$ cat config.mk
export PLATFORM = sky130hd
export DESIGN_NAME = sobel_gradient
export DESIGN_NICKNAME = d
export VERILOG_FILES = /design/src/rtl/sobel_gradient.sv
export SDC_FILE = /design/constraint.sdc
export NUM_CORES = 1
export LEC_CHECK = 0
export ABC_AREA = 1
export CAP_MARGIN = 25
export CORE_UTILIZATION = 47
export DETAILED_ROUTE_END_ITERATION = 8
export HOLD_SLACK_MARGIN = 0.15
export PLACE_DENSITY = 0.76
export SYNTH_ARGS = -nofsm -noshare
export SYNTH_HDL_FRONTEND = slang
export SYNTH_SLANG_ARGS = --single-unit
$ cat constraint.sdc
create_clock -name clk -period 1.45 [get_ports clk]
set_clock_uncertainty 0.05 [all_clocks]
set_input_delay 0.145 -clock clk [delete_from_list [all_inputs] [get_ports clk]]
set_output_delay 0.145 -clock clk [all_outputs]
set_load 0.03 [all_outputs]
$ cat src/rtl/sobel_gradient.sv
// sobel_gradient: 3-stage signed Sobel Gx/Gy over a sliding 3x3 window, flagging only
// windows that lie wholly inside one frame.
module sobel_gradient #(
    parameter  int IN_WIDTH        = 4,
    parameter  int PIXLES_PER_LINE = 4,
    parameter  int LINES_PER_FRAME = 4,
    localparam int OUT_WIDTH       = IN_WIDTH + 3
) (
    input  logic                        clk,
    input  logic                        rst_n,
    input  logic                        en,
    input  logic                        frame_start,
    input  logic [9*IN_WIDTH-1:0]       window_in,
    output logic signed [OUT_WIDTH-1:0] grad_x,
    output logic signed [OUT_WIDTH-1:0] grad_y,
    output logic                        out_valid,
    output logic                        out_sof,
    output logic                        out_eol
);
    localparam int SW = IN_WIDTH + 2;
    localparam int CW = $clog2(PIXLES_PER_LINE);
    localparam int RW = $clog2(LINES_PER_FRAME);
    localparam logic [CW-1:0] COL_LAST = CW'(PIXLES_PER_LINE - 1);
    localparam logic [RW-1:0] ROW_LAST = RW'(LINES_PER_FRAME - 1);

    logic [IN_WIDTH-1:0] p [3][3];
    logic [CW-1:0] col_q, col_d;
    logic [RW-1:0] row_q, row_d;
    logic interior;
    logic s0_v_q, s0_v_d, s0_sof_q, s0_sof_d, s0_eol_q, s0_eol_d;
    logic s1_v_q, s1_v_d, s1_sof_q, s1_sof_d, s1_eol_q, s1_eol_d;
    logic [SW-1:0] gxp_q, gxp_d, gxn_q, gxn_d, gyp_q, gyp_d, gyn_q, gyn_d;
    logic signed [OUT_WIDTH-1:0] grad_x_q, grad_x_d, grad_y_q, grad_y_d;
    logic out_valid_q, out_valid_d, out_sof_q, out_sof_d, out_eol_q, out_eol_d;

    function automatic logic [SW-1:0] wsum(input logic [IN_WIDTH-1:0] a, b, c);
        return {2'b00, a} + {1'b0, b, 1'b0} + {2'b00, c};
    endfunction

    always_comb begin
        for (int r = 0; r < 3; r++)
            for (int c = 0; c < 3; c++)
                p[r][c] = window_in[(3*r+c)*IN_WIDTH +: IN_WIDTH];
        col_d = col_q;
        row_d = row_q;
        if (en && frame_start) begin
            col_d = '0;
            row_d = '0;
        end else if (en) begin
            col_d = (col_q == COL_LAST) ? '0 : col_q + 1'b1;
            row_d = (col_q != COL_LAST) ? row_q : (row_q == ROW_LAST) ? '0 : row_q + 1'b1;
        end
        // Counters hold the newest pixel; the window is interior once two full rows/cols precede it
        interior = en && (row_d >= RW'(2)) && (col_d >= CW'(2));
        s0_v_d   = interior;
        s0_sof_d = interior && (row_d == RW'(2)) && (col_d == CW'(2));
        s0_eol_d = interior && (col_d == COL_LAST);
        s1_v_d   = s0_v_q;
        s1_sof_d = s0_sof_q;
        s1_eol_d = s0_eol_q;
        gxp_d = wsum(p[0][0], p[1][0], p[2][0]);
        gxn_d = wsum(p[0][2], p[1][2], p[2][2]);
        gyp_d = wsum(p[0][0], p[0][1], p[0][2]);
        gyn_d = wsum(p[2][0], p[2][1], p[2][2]);
        grad_x_d = s1_v_q ? $signed({1'b0, gxp_q}) - $signed({1'b0, gxn_q}) : grad_x_q;
        grad_y_d = s1_v_q ? $signed({1'b0, gyp_q}) - $signed({1'b0, gyn_q}) : grad_y_q;
        out_valid_d = s1_v_q;
        out_sof_d   = s1_v_q && s1_sof_q;
        out_eol_d   = s1_v_q && s1_eol_q;
    end

    always_ff @(posedge clk or negedge rst_n) begin
        if (!rst_n) begin
            col_q       <= COL_LAST;
            row_q       <= ROW_LAST;
            s0_v_q      <= 1'b0;
            s0_sof_q    <= 1'b0;
            s0_eol_q    <= 1'b0;
            s1_v_q      <= 1'b0;
            s1_sof_q    <= 1'b0;
            s1_eol_q    <= 1'b0;
            gxp_q       <= '0;
            gxn_q       <= '0;
            gyp_q       <= '0;
            gyn_q       <= '0;
            grad_x_q    <= '0;
            grad_y_q    <= '0;
            out_valid_q <= 1'b0;
            out_sof_q   <= 1'b0;
            out_eol_q   <= 1'b0;
        end else begin
            col_q       <= col_d;
            row_q       <= row_d;
            s0_v_q      <= s0_v_d;
            s0_sof_q    <= s0_sof_d;
            s0_eol_q    <= s0_eol_d;
            s1_v_q      <= s1_v_d;
            s1_sof_q    <= s1_sof_d;
            s1_eol_q    <= s1_eol_d;
            gxp_q       <= gxp_d;
            gxn_q       <= gxn_d;
            gyp_q       <= gyp_d;
            gyn_q       <= gyn_d;
            grad_x_q    <= grad_x_d;
            grad_y_q    <= grad_y_d;
            out_valid_q <= out_valid_d;
            out_sof_q   <= out_sof_d;
            out_eol_q   <= out_eol_d;
        end
    end

    assign grad_x    = grad_x_q;
    assign grad_y    = grad_y_q;
    assign out_valid = out_valid_q;
    assign out_sof   = out_sof_q;
    assign out_eol   = out_eol_q;
endmodule

[Yosys cells after proc, flatten, opt, wreduce, memory -nomap -nowiden]
Cells that the tools add are included.
Word-level totals
  logic and storage cells: 52
  output and inout port bits: 17
  input port bits: 40
  register bits after elaboration: 51
Cells by class
  eq/ne operators: 6
  $lt $le $gt $ge: 2
  add/sub/neg operators: 12
  muxes and demuxes: 7
  reductions and logical operators: 8
Operators by type and width (number)
  4-bit by 5-bit adder with 6-bit output: 4
  6-bit by 4-bit adder with 6-bit output: 4
  2-bit 2-to-1 mux: 7
  6-bit by 6-bit subtractor with 7-bit output: 2
  2-bit == test (second input constant): 5
  1-bit logical AND: 8
  2-bit by 1-bit adder with 2-bit output (second input constant): 2
  2-bit >= comparator (second input constant): 2
  2-bit != test (second input constant): 1

[Longest topological paths before layout]
  word-level depth: 10
  mapped depth: 11
  mapped depth without buffers: 11

[Worst setup path after synthesis]
OpenSTA, ideal clock, no wires.
  path kind: input-to-reg
  start: in window_in[1]
  end: reg gxp_q[3]
  arrival: 1.428 ns
  path buffers: 0
  setup slack: -0.150 ns
  cell stages on the path: 7
  cells stage by stage: inv_1 -> fa_1 -> inv_1 -> ha_1 -> inv_1 -> fa_1 -> xnor2_1
Between the ends
  cells in the longest elaborated chain, start to end: 2
Ends and longest elaborated chain
  start, declared: RTL line 13  | input logic [9*IN_WIDTH-1:0] window_in,
  4-bit by 5-bit adder with 6-bit output: RTL line 37  | return {2'b00, a} + {1'b0, b, 1'b0} + {2'b00, c};
  6-bit by 4-bit adder with 6-bit output: RTL line 37
  via gxp_d[3]: RTL line 32  | logic [SW-1:0] gxp_q, gxp_d, gxn_q, gxn_d, gyp_q, gyp_d, gyn_q, gyn_d;
  end signal, assigned: RTL line 100  | gxp_q <= gxp_d;
  end, declared: RTL line 32
The timed path passes the listed nets, and every way through them passes these cells.
A chain may end at the register's enable or synchronous reset.

[Final worst setup path]
  start: reg gxp_q[0]
  end: reg grad_x_q[6], in the netlist grad_x[6]
Between the ends
  cells in the longest elaborated chain, start to end: 1
Ends and longest elaborated chain
  6-bit by 6-bit subtractor with 7-bit output: RTL line 65  | grad_x_d = s1_v_q ? $signed({1'b0, gxp_q}) - $signed({1'b0, gxn_q}) : grad_x_q;
  end signal, assigned: RTL line 104  | grad_x_q <= grad_x_d;
  end, declared: RTL line 33  | logic signed [OUT_WIDTH-1:0] grad_x_q, grad_x_d, grad_y_q, grad_y_d;
No other way between the ends.

==> out/qor.csv <==
stage,metric,value,unit
outcome,outcome,"complete, but fails checks",
outcome,violated checks,negative setup slack,
critical_path,crit-path cells,inv_1 -> ha_2 -> inv_2 -> fa_2 -> nand3_2 -> nand2_2 -> nand2_2 -> nand2_1 -> nand2_1 -> nand2_1 -> nand2_1,
sta,setup violators final,6,
global_route,initial antenna violation count,0,
global_route,first-pass GRT wire length,9.998,mm
power_and_ir_drop,P_sw,2.259,mW
cells_and_area,# nets final,472,
critical_path,CP max FO,3,
yosys,YS warnings,0,
yosys,Mapped Area,2948,um2
power_and_ir_drop,Logic pwr share,48.5,%
sta,Slew @ Worst Pin,0.4128,ns
yosys,part of the Yosys area used for sequential elements,43.46,%
yosys,"Distinct cells, synth",24,
floorplanning,Rows,28,
critical_path,Most Frequent Cell on Critical Path,nand2_1,
min_path,critical hold path startpoint,window_in[8],
yosys,"EDFF count, synth",0,
yosys,most frequent cell after synthesis,nand2_1,
power_and_ir_drop,part of the power in the clock network,17.1,%
critical_path,R2R Path Start,gxp_q[0]$_DFF_PN0_,
routing,DR vias/cell,4.833,
critical_path,reg2reg setup slack,-0.1,ns
power_and_ir_drop,switch share,39.18,%
power_and_ir_drop,internal power,3.507,mW
floorplanning,Core Area,5991,um2
floorplanning,Chip Width,81.20,um
power_and_ir_drop,sequential fraction of design power,34.5,%
critical_path,Register-to-Register Path Depth,11,
routing,ANT nets after route,0,
clock_network,Clock Path Buffers,2,
sta,FMAX,645.7,MHz
clock_network,clock root buffer,clkbuf_8,
critical_path,Crit Path Class,reg2reg,
clock_network,clock insertion delay at the later pin of the skew report,0.30,ns
yosys,cells after synthesis,303,
sta,minimum clock period,1.549,ns
placed_design,Final HPWL DP,4.735,mm
global_route,largest net degree at the start of global routing,20,
yosys,main area contributors after synthesis,"dfrtp_1 40%, ha_1 14%, fa_1 12%",
yosys,mean post-synth cell area,9.729,um2
routing,Vias,2204,
routing,WL final,6.339,mm
clock_network,CTS tree,done,
cells_and_area,Area Growth Syn to Fin,37.31,%
sta,Final period util,106.8,%
sta,"Slew Viols, Final",0,
routing,Remaining DRCs,0,
clock_network,clock slew at reported path FFs,0.09,ns
critical_path,CP max stage delay,0.38,ns
critical_path,CP arrival,1.75,ns
sta,PnR worst setup slack,-0.09874,ns
routing,initial DRC count,116,
sta,headroom to the max-slew limit,72.48,%
job,max_cap viols,0,
min_path,Hold Crit Endpoint,gyp_q[0]$_DFF_PN0_,
critical_path,Worst Setup End Kind,flop,
cells_and_area,share of cells above drive strength 1,28.35,%
global_route,gr ovfl total,0,
placed_design,Placed Area,3697,um2
yosys,most instantiated cells after synthesis,"66 x nand2_1, 57 x inv_1, 47 x dfrtp_1, 34 x ha_1, 18 x fa_1",
power_and_ir_drop,peak supply drop,0.7159,mV
critical_path,Worst Path Buf+Inv,2,
cells_and_area,design area,4048,um2
critical_path,"CP delay by family, top",adder cells,
cells_and_area,Ant. Diodes,0,
global_route,GRT Overall Usage,20.30,%
placed_design,Placer Congestion,0.8020,
sta,RSZ-0062 raised after global routing,true,
floorplanning,Starting Density,49.21,%
power_and_ir_drop,Overall Power,5.766,mW
power_and_ir_drop,Leakage,2.078,nW
placed_design,port bufs,52,
yosys,Synth Register Bits,51,
min_path,Hold Path Cell Cnt,2,
critical_path,"slowest stage cell, crit path",dfrtp_1,
routing,wire per inst,13.90,um
floorplanning,die area,6593,um2
global_route,vias in the first global route,2286,
sta,Hold Fails Final Rpt,0,
floorplanning,IO Pins,57,
min_path,Hold Path Class,in2reg,
critical_path,R2R Path End,grad_x[6]$_DFFE_PN0P_,
routing,TritonRoute pass-1 iters,4,
clock_network,CTS Buf Count,5,
yosys,"Top FF cell, synth",dfrtp_1,
yosys,share of flip-flops with an asynchronous set or reset,100.0,%
power_and_ir_drop,Power Density,1425,nW/um2
clock_network,CTS H-tree lvls,2,
critical_path,worst endpoint required time,1.65,ns
yosys,Synth area leader,dfrtp_1,
placed_design,Post-Place Setup Slack,-0.8628,ns
floorplanning,Die Span Y,81.20,um
clock_network,CTS sink count,51,
yosys,Syn Nets,395,
critical_path,CP startpoint kind,flop,
yosys,area share of the largest cell type after synthesis,39.90,%
cells_and_area,fillers,455,
-- power by group through the flow --
stage / Combinational [mW] / Sequential, mW / Clock [mW]
after CTS: 2.49 / 1.95 / 1.00
after floorplan: 1.25 / 2.30 / 0
after global routing: 3.10 / 2.03 / 1.08
final: 2.79 / 1.99 / 0.985
after global placement: 2.35 / 1.97 / 0
after detailed placement: 2.45 / 1.99 / 0
-- placed cells by master (no fill, tap or decap), types with 8 or more instances in the layout --
master         Yosys  final
ha_1              34     14
nor2_1            12     11
fa_1              18     12
inv_2              3     16
dfrtp_1           47     47
a21oi_1           16     12
dlygate4sd2_1      0     26
nand2_1           66     61
ha_4               0     12
inv_1             57     40
buf_4              0     19
o21ai_1            6     12
nand3_1           13     10
ha_2               0      8
-- worst max-delay path by stage --
stage                            endpoint  cells past startpoint  slack (ns)          startpoint
floorplan              gyp_q[2]$_DFF_PN0_                      7       -0.13        window_in[1]
global placement       gxp_q[2]$_DFF_PN0_                      8       -0.83        window_in[1]
detailed placement     gxp_q[2]$_DFF_PN0_                      8       -0.86        window_in[1]
CTS                 grad_x[6]$_DFFE_PN0P_                     11        -0.1  gxp_q[0]$_DFF_PN0_
global route        grad_x[6]$_DFFE_PN0P_                     11       -0.20  gxp_q[0]$_DFF_PN0_
finish              grad_x[6]$_DFFE_PN0P_                     11        -0.1  gxp_q[0]$_DFF_PN0_
-- flip-flops by register name (all words and copies together), names as in the netlist, 2 cells and up --
name,count
grad_x,7
grad_y,7
gxn_q,6
gxp_q,6
gyn_q,6
gyp_q,6
col_q,2
row_q,2
-- per-stage QoR --
stage	cells	util, %	TNS, ns	hold WS (ns)
after floorplan	303	-	-0.7352	-0.2006
after global placement	440	61.72	-13.51	0.04919
after detailed placement	440	61.72	-14.00	0.04859
after CTS	455	65.46	-0.4002	0.2256
after global routing	456	67.56	-1.037	0.2272
final	456	67.56	-0.3799	0.2335
-- per-layer routing --
metal	share of wire (%)	global-route usage, %	wire, um
met1	42	23.80	2666
met2	52	37.23	3304
met3	4.2	3.483	264
met4	1.6	6.786	104
met5	0	0	0
-- repair_timing --
item                                   CTS  global route
hold buffers                             1             0
pin swaps                               30            20
cloned                                   0             0
setup buffers                            6             1
resized for setup                      106            36
endpoints found under the hold margin   51             0
setup endpoints to repair               42            21
-- logic make-up after synthesis --
kind of cell | synth area share [%]
XOR/XNOR | 2.377
AO/OA/AOI/OAI | 5.433
adder cells (fa/ha/maj) | 26.66
buffers and inverters | 8.277
flip-flops | 43.46
AND/OR/NAND/NOR | 13.79
-- final cells by class --
type / instances / area (um2) / area share [%]
clock inverter: 3 / 43.79 / 1.082
multi-input combinational: 188 / 1670 / 41.27
timing repair buffer: 72 / 613.1 / 15.15
inverter: 62 / 276.5 / 6.832
sequential: 51 / 1281 / 31.65
tap: 75 / 93.84 / 2.318
clock buffer: 5 / 68.82 / 1.700
-- worst reg2reg max path: cells and delay by family, from the launching register on --
family                   cells  cell delay (ns)
adder cells (fa/ha/maj)      2             0.53
buffers and inverters        2             0.09
flip-flops                   1             0.38
AND/OR/NAND/NOR              7             0.43
No activity file was read; power rests on OpenSTA's default activity.
==> edit 1: new RTL, same settings <==
`LINES_PER_FRAME`: 4 -> 8.
--- a/src/rtl/sobel_gradient.sv
+++ b/src/rtl/sobel_gradient.sv
@@ -3,7 +3,7 @@
 module sobel_gradient #(
     parameter  int IN_WIDTH        = 4,
     parameter  int PIXLES_PER_LINE = 4,
-    parameter  int LINES_PER_FRAME = 4,
+    parameter  int LINES_PER_FRAME = 8,
     localparam int OUT_WIDTH       = IN_WIDTH + 3
 ) (
     input  logic                        clk,
Formal check against the unedited RTL: same outputs for any inputs over 10 cycles, from zero or initial values and one cycle with rst_n low; that may be too few to reach the edited logic, so the function may still have changed.
==> edit 1 against the original RTL <==
  * Synthesized area grew 3.2%
  * Cell area grew 5.8%
  * Power grew 6.2%
  * The flow still finishes with violations (negative setup slack)
  * Critical path depth shrank 1
  * Synthesized cell count grew 5.3%
  * Wire length grew 7.7%
  * Via count grew 8.6%
  * Setup slack lost 0.0013 ns
  * Sequential cell count grew 1
  * Combinational power grew 13%
==> edit 1: results (changes against the original RTL) <==
- Met1 wire length: 2870 um (was 2670 um)
- Vias per Instance: 4.98 (was 4.83)
- Commonest cells in the netlist: nand2_1, inv_1, dfrtp_1 (unchanged)
- Vias in the first global route: 2432 (was 2286)
- Relative slew slack: 75.9% (was 72.5%)
- Synth cell types: 22 (was 24)
- Failing checks: negative setup slack (unchanged)
- Status: finished, violations left (unchanged)
- Sequential share of the synthesized area: 43.0% (was 43.5%)
- Top area cells in the synthesized netlist: dfrtp_1, ha_1, fa_1, nand2_1, inv_1 (unchanged)
- Final Wtd Congestion: 0.815 (was 0.802)
- Metal3 WL: 285 um (was 264 um)
- Final nets: 498 (was 472)
- Detailed Place HPWL: 4810 um (was 4740 um)
- Power Clock: 967 uW (was 985 uW)
- PnR worst setup slack: -0.100 ns (was -0.0987 ns)
- Post-Synth Adder-Cell Area: 26.2% (was 26.7%)
- 1st-iter DRT viols: 125 (was 116)
- CP max stage delay: 0.41 ns (was 0.38 ns)
- Switch Pwr: 2380 uW (was 2260 uW)
- Drt first pass iters: 6 (was 4)
- Met1 GRT Util: 25.8% (was 23.8%)
- Critical path arrival: 1.70 ns (was 1.75 ns)
- DP Area: 3840 um2 (was 3700 um2)
- Sequential share of power: 33.0% (was 34.5%)
- Metal2 WL: 3510 um (was 3300 um)
- Compound-gate portion of the synthesized area: 5.22% (was 5.43%)
- VDD IR max: 0.918 mV (was 0.716 mV)
- Layout cells sized above 1: 32.5% (was 28.3%)
- Syn_nets: 412 (was 395)
- Final setup viols: 6 (unchanged)
- Pin count of the biggest net entering global routing: 40 (was 20)
- Global routing usage on met3: 3.52% (was 3.48%)
edit 1: cell types whose count changed after synthesis, sizes merged, moves of 2 or more:
cell and change:
nand2 +3, nand3 +5, nor2 +6, nor3 -2
clkbuf +3, or2 +3, buf -2, a31oi +2
a21oi -2
edit 1: cells by family after synthesis:
kind of cell,count (synthesis)
buffers and inverters,63
AND/OR/NAND/NOR,112
adder cells (fa/ha/maj),53
XOR/XNOR,8
flip-flops,52
AO/OA/AOI/OAI,31
edit 1: repair_timing:
action | in CTS | in global routing
resized for setup | 109 | 59
setup buffers | 5 | 6
setup endpoints to repair | 42 | 24
pin swaps | 40 | 36
hold endpoints to repair | 47 | 0
hold buffers | 1 | 0
edit 1: path summary, 6_finish.rpt:
| kind | startpoint | end | slack, ns | cells past startpoint |
|---|---|---|---|---|
| min in group asynchronous | rst_n | grad_y[4] | 0.23 | 2 |
| worst max-delay path | gxn_q[0] | grad_x[6] | -0.10 | 10 |
| max in group asynchronous | rst_n | col_q[0] | 0.54 | 3 |
| worst min-delay path | window_in[0] | gxp_q[0] | 0.20 | 2 |
| worst min register to register | s0_v_q | out_valid_d | 0.29 | 0 |
| worst max register to register | gxn_q[0] | grad_x[6] | -0.10 | 10 |
edit 1: through the flow:
step / cells / hold slack (ns)
after floorplan: 319 / -0.201
after global placement: 463 / 0.0223
after detailed placement: 463 / 0.0232
after CTS: 477 / 0.202
after global routing: 481 / 0.197
final: 481 / 0.201
edit 1: final cells by class:
type / instances / area, um2
multi-input cells: 204 / 1830
fillers: 447 / 1810
flip-flops and latches: 52 / 1310
repair buffers: 82 / 708
inverters: 60 / 235
well taps: 75 / 93.8
clock buffers: 7 / 76.3
clock inverters: 1 / 30.0
==> edit 2: new RTL, same flow settings <==
Without the edit above. Make the reset (`rst_n`) synchronous in one clocked block.
--- a/src/rtl/sobel_gradient.sv
+++ b/src/rtl/sobel_gradient.sv
@@ -69,7 +69,7 @@
         out_eol_d   = s1_v_q && s1_eol_q;
     end
 
-    always_ff @(posedge clk or negedge rst_n) begin
+    always_ff @(posedge clk) begin
         if (!rst_n) begin
             col_q       <= COL_LAST;
             row_q       <= ROW_LAST;
Function: same outputs for any inputs over 10 cycles, from zero or initial values and one cycle with rst_n low; that may be too few to reach the edited logic, so the function may still have changed.
==> edit 2 against the original RTL <==
  * Sequential cell count is the same
  * Power is 24% lower
  * The flow still finishes with violations (negative setup slack)
  * Wire length is 8.5% higher
  * Critical path depth shrank 2
  * Setup slack gained 0.0073 ns
  * Fmax up 0.48%
  * Synthesized area fell by 1.1%
  * Largest power group unchanged
  * Cell area grew 1.4%
==> edit 2: results (changes against the original RTL) <==
- Area delta synth->final: 40.8% (was 37.3%)
- Synth Area in XOR/XNOR: 0.601% (was 2.38%)
- Critical path arrival: 1.73 ns (was 1.75 ns)
- Fin cells: 505 (was 456)
- DP Area: 3660 um2 (was 3700 um2)
- Final setup viols: 8 (was 6)
- Post-Synth Adder-Cell Area: 27.0% (was 26.7%)
- Syn_nets: 447 (was 395)
- Met1 GRT Util: 27.4% (was 23.8%)
- CP max stage delay: 0.51 ns (was 0.38 ns)
- PnR worst setup slack: -0.0914 ns (was -0.0987 ns)
- Multi-input gates: 217 (was 188)
- Compound-gate portion of the synthesized area: 9.91% (was 5.43%)
- Global routing usage on met3: 3.93% (was 3.48%)
- Vias per Instance: 5.05 (was 4.83)
- Ys async rst share: 0% (was 100%)
- Status: finished, violations left (unchanged)
- Crit Path Max Fanout: 2 (was 3)
- Final Wtd Congestion: 0.781 (was 0.802)
- Metal2 WL: 3620 um (was 3300 um)
- Metal3 WL: 246 um (was 264 um)
- Sw Ratio: 33.7% (was 39.2%)
- Pre-CTS worst setup slack: -0.882 ns (was -0.863 ns)
- Clock Buffer Count: 6 (was 5)
- Commonest cells in the netlist: inv_1, dfxtp_1, nand2_1 (was nand2_1, inv_1, dfrtp_1)
- Non-clk bufs: 74 (was 72)
- Failing checks: negative setup slack (unchanged)
- 1st-iter DRT viols: 119 (was 116)
- Setup TNS: -0.318 ns (was -0.380 ns)
- Detailed Place HPWL: 4740 um (about the same)
- Drt first pass iters: 5 (was 4)
- Global-route wire length before repair: 11100 um (was 10000 um)
- Placed insts: 490 (was 440)
- Cells after Synth: 355 (was 303)
- Area of the multi-input gates: 1890 um2 (was 1670 um2)
- Layout cells sized above 1: 30.7% (was 28.3%)
- Synth cell types: 21 (was 24)
- Inverters: 80 (was 62)
- GR Util All Layers: 22.1% (was 20.3%)
- Pin count of the biggest net entering global routing: 17 (was 20)
- CP startpoint: window_in[25] (was gxp_q[0])
- Met1 wire length: 2880 um (was 2670 um)
- NonClk Buf Share: 15.5% (was 15.1%)
- Post_cts resized: 109 (was 106)
## edit 2: changes by cell type after synthesis, moves of 4 or more
cell     unedited run  this run
nand4_1             1         5
o21ai_1             6         0
dfrtp_1            47         0
dfstp_2             4         0
a21oi_1            16        25
o21ai_0             7        24
dfxtp_1             0        51
nand3_1            13        18
nor2_1             12        32
buf_2               2         6
inv_1              57        80
xnor2_1             4         0
nand2_1            66        46
## edit 2: path summary, 6_finish.rpt
kind	end	slack, ns	cells after the start
setup / recovery	gxp_q[2]	-0.09	9
setup reg to reg	grad_x[4]	-0.03	9
hold reg to reg	out_eol	0.36	2
hold / removal	gxp_q[0]	0.30	4
## edit 2: power groups by stage
stage	logic, uW	clock network (uW)	registers, uW
finish	1730	1060	1580
global route	1920	1130	1590
CTS	1440	1070	1560
detailed placement	1300	0	1590
global placement	1250	0	1590
floorplan	875	0	1590
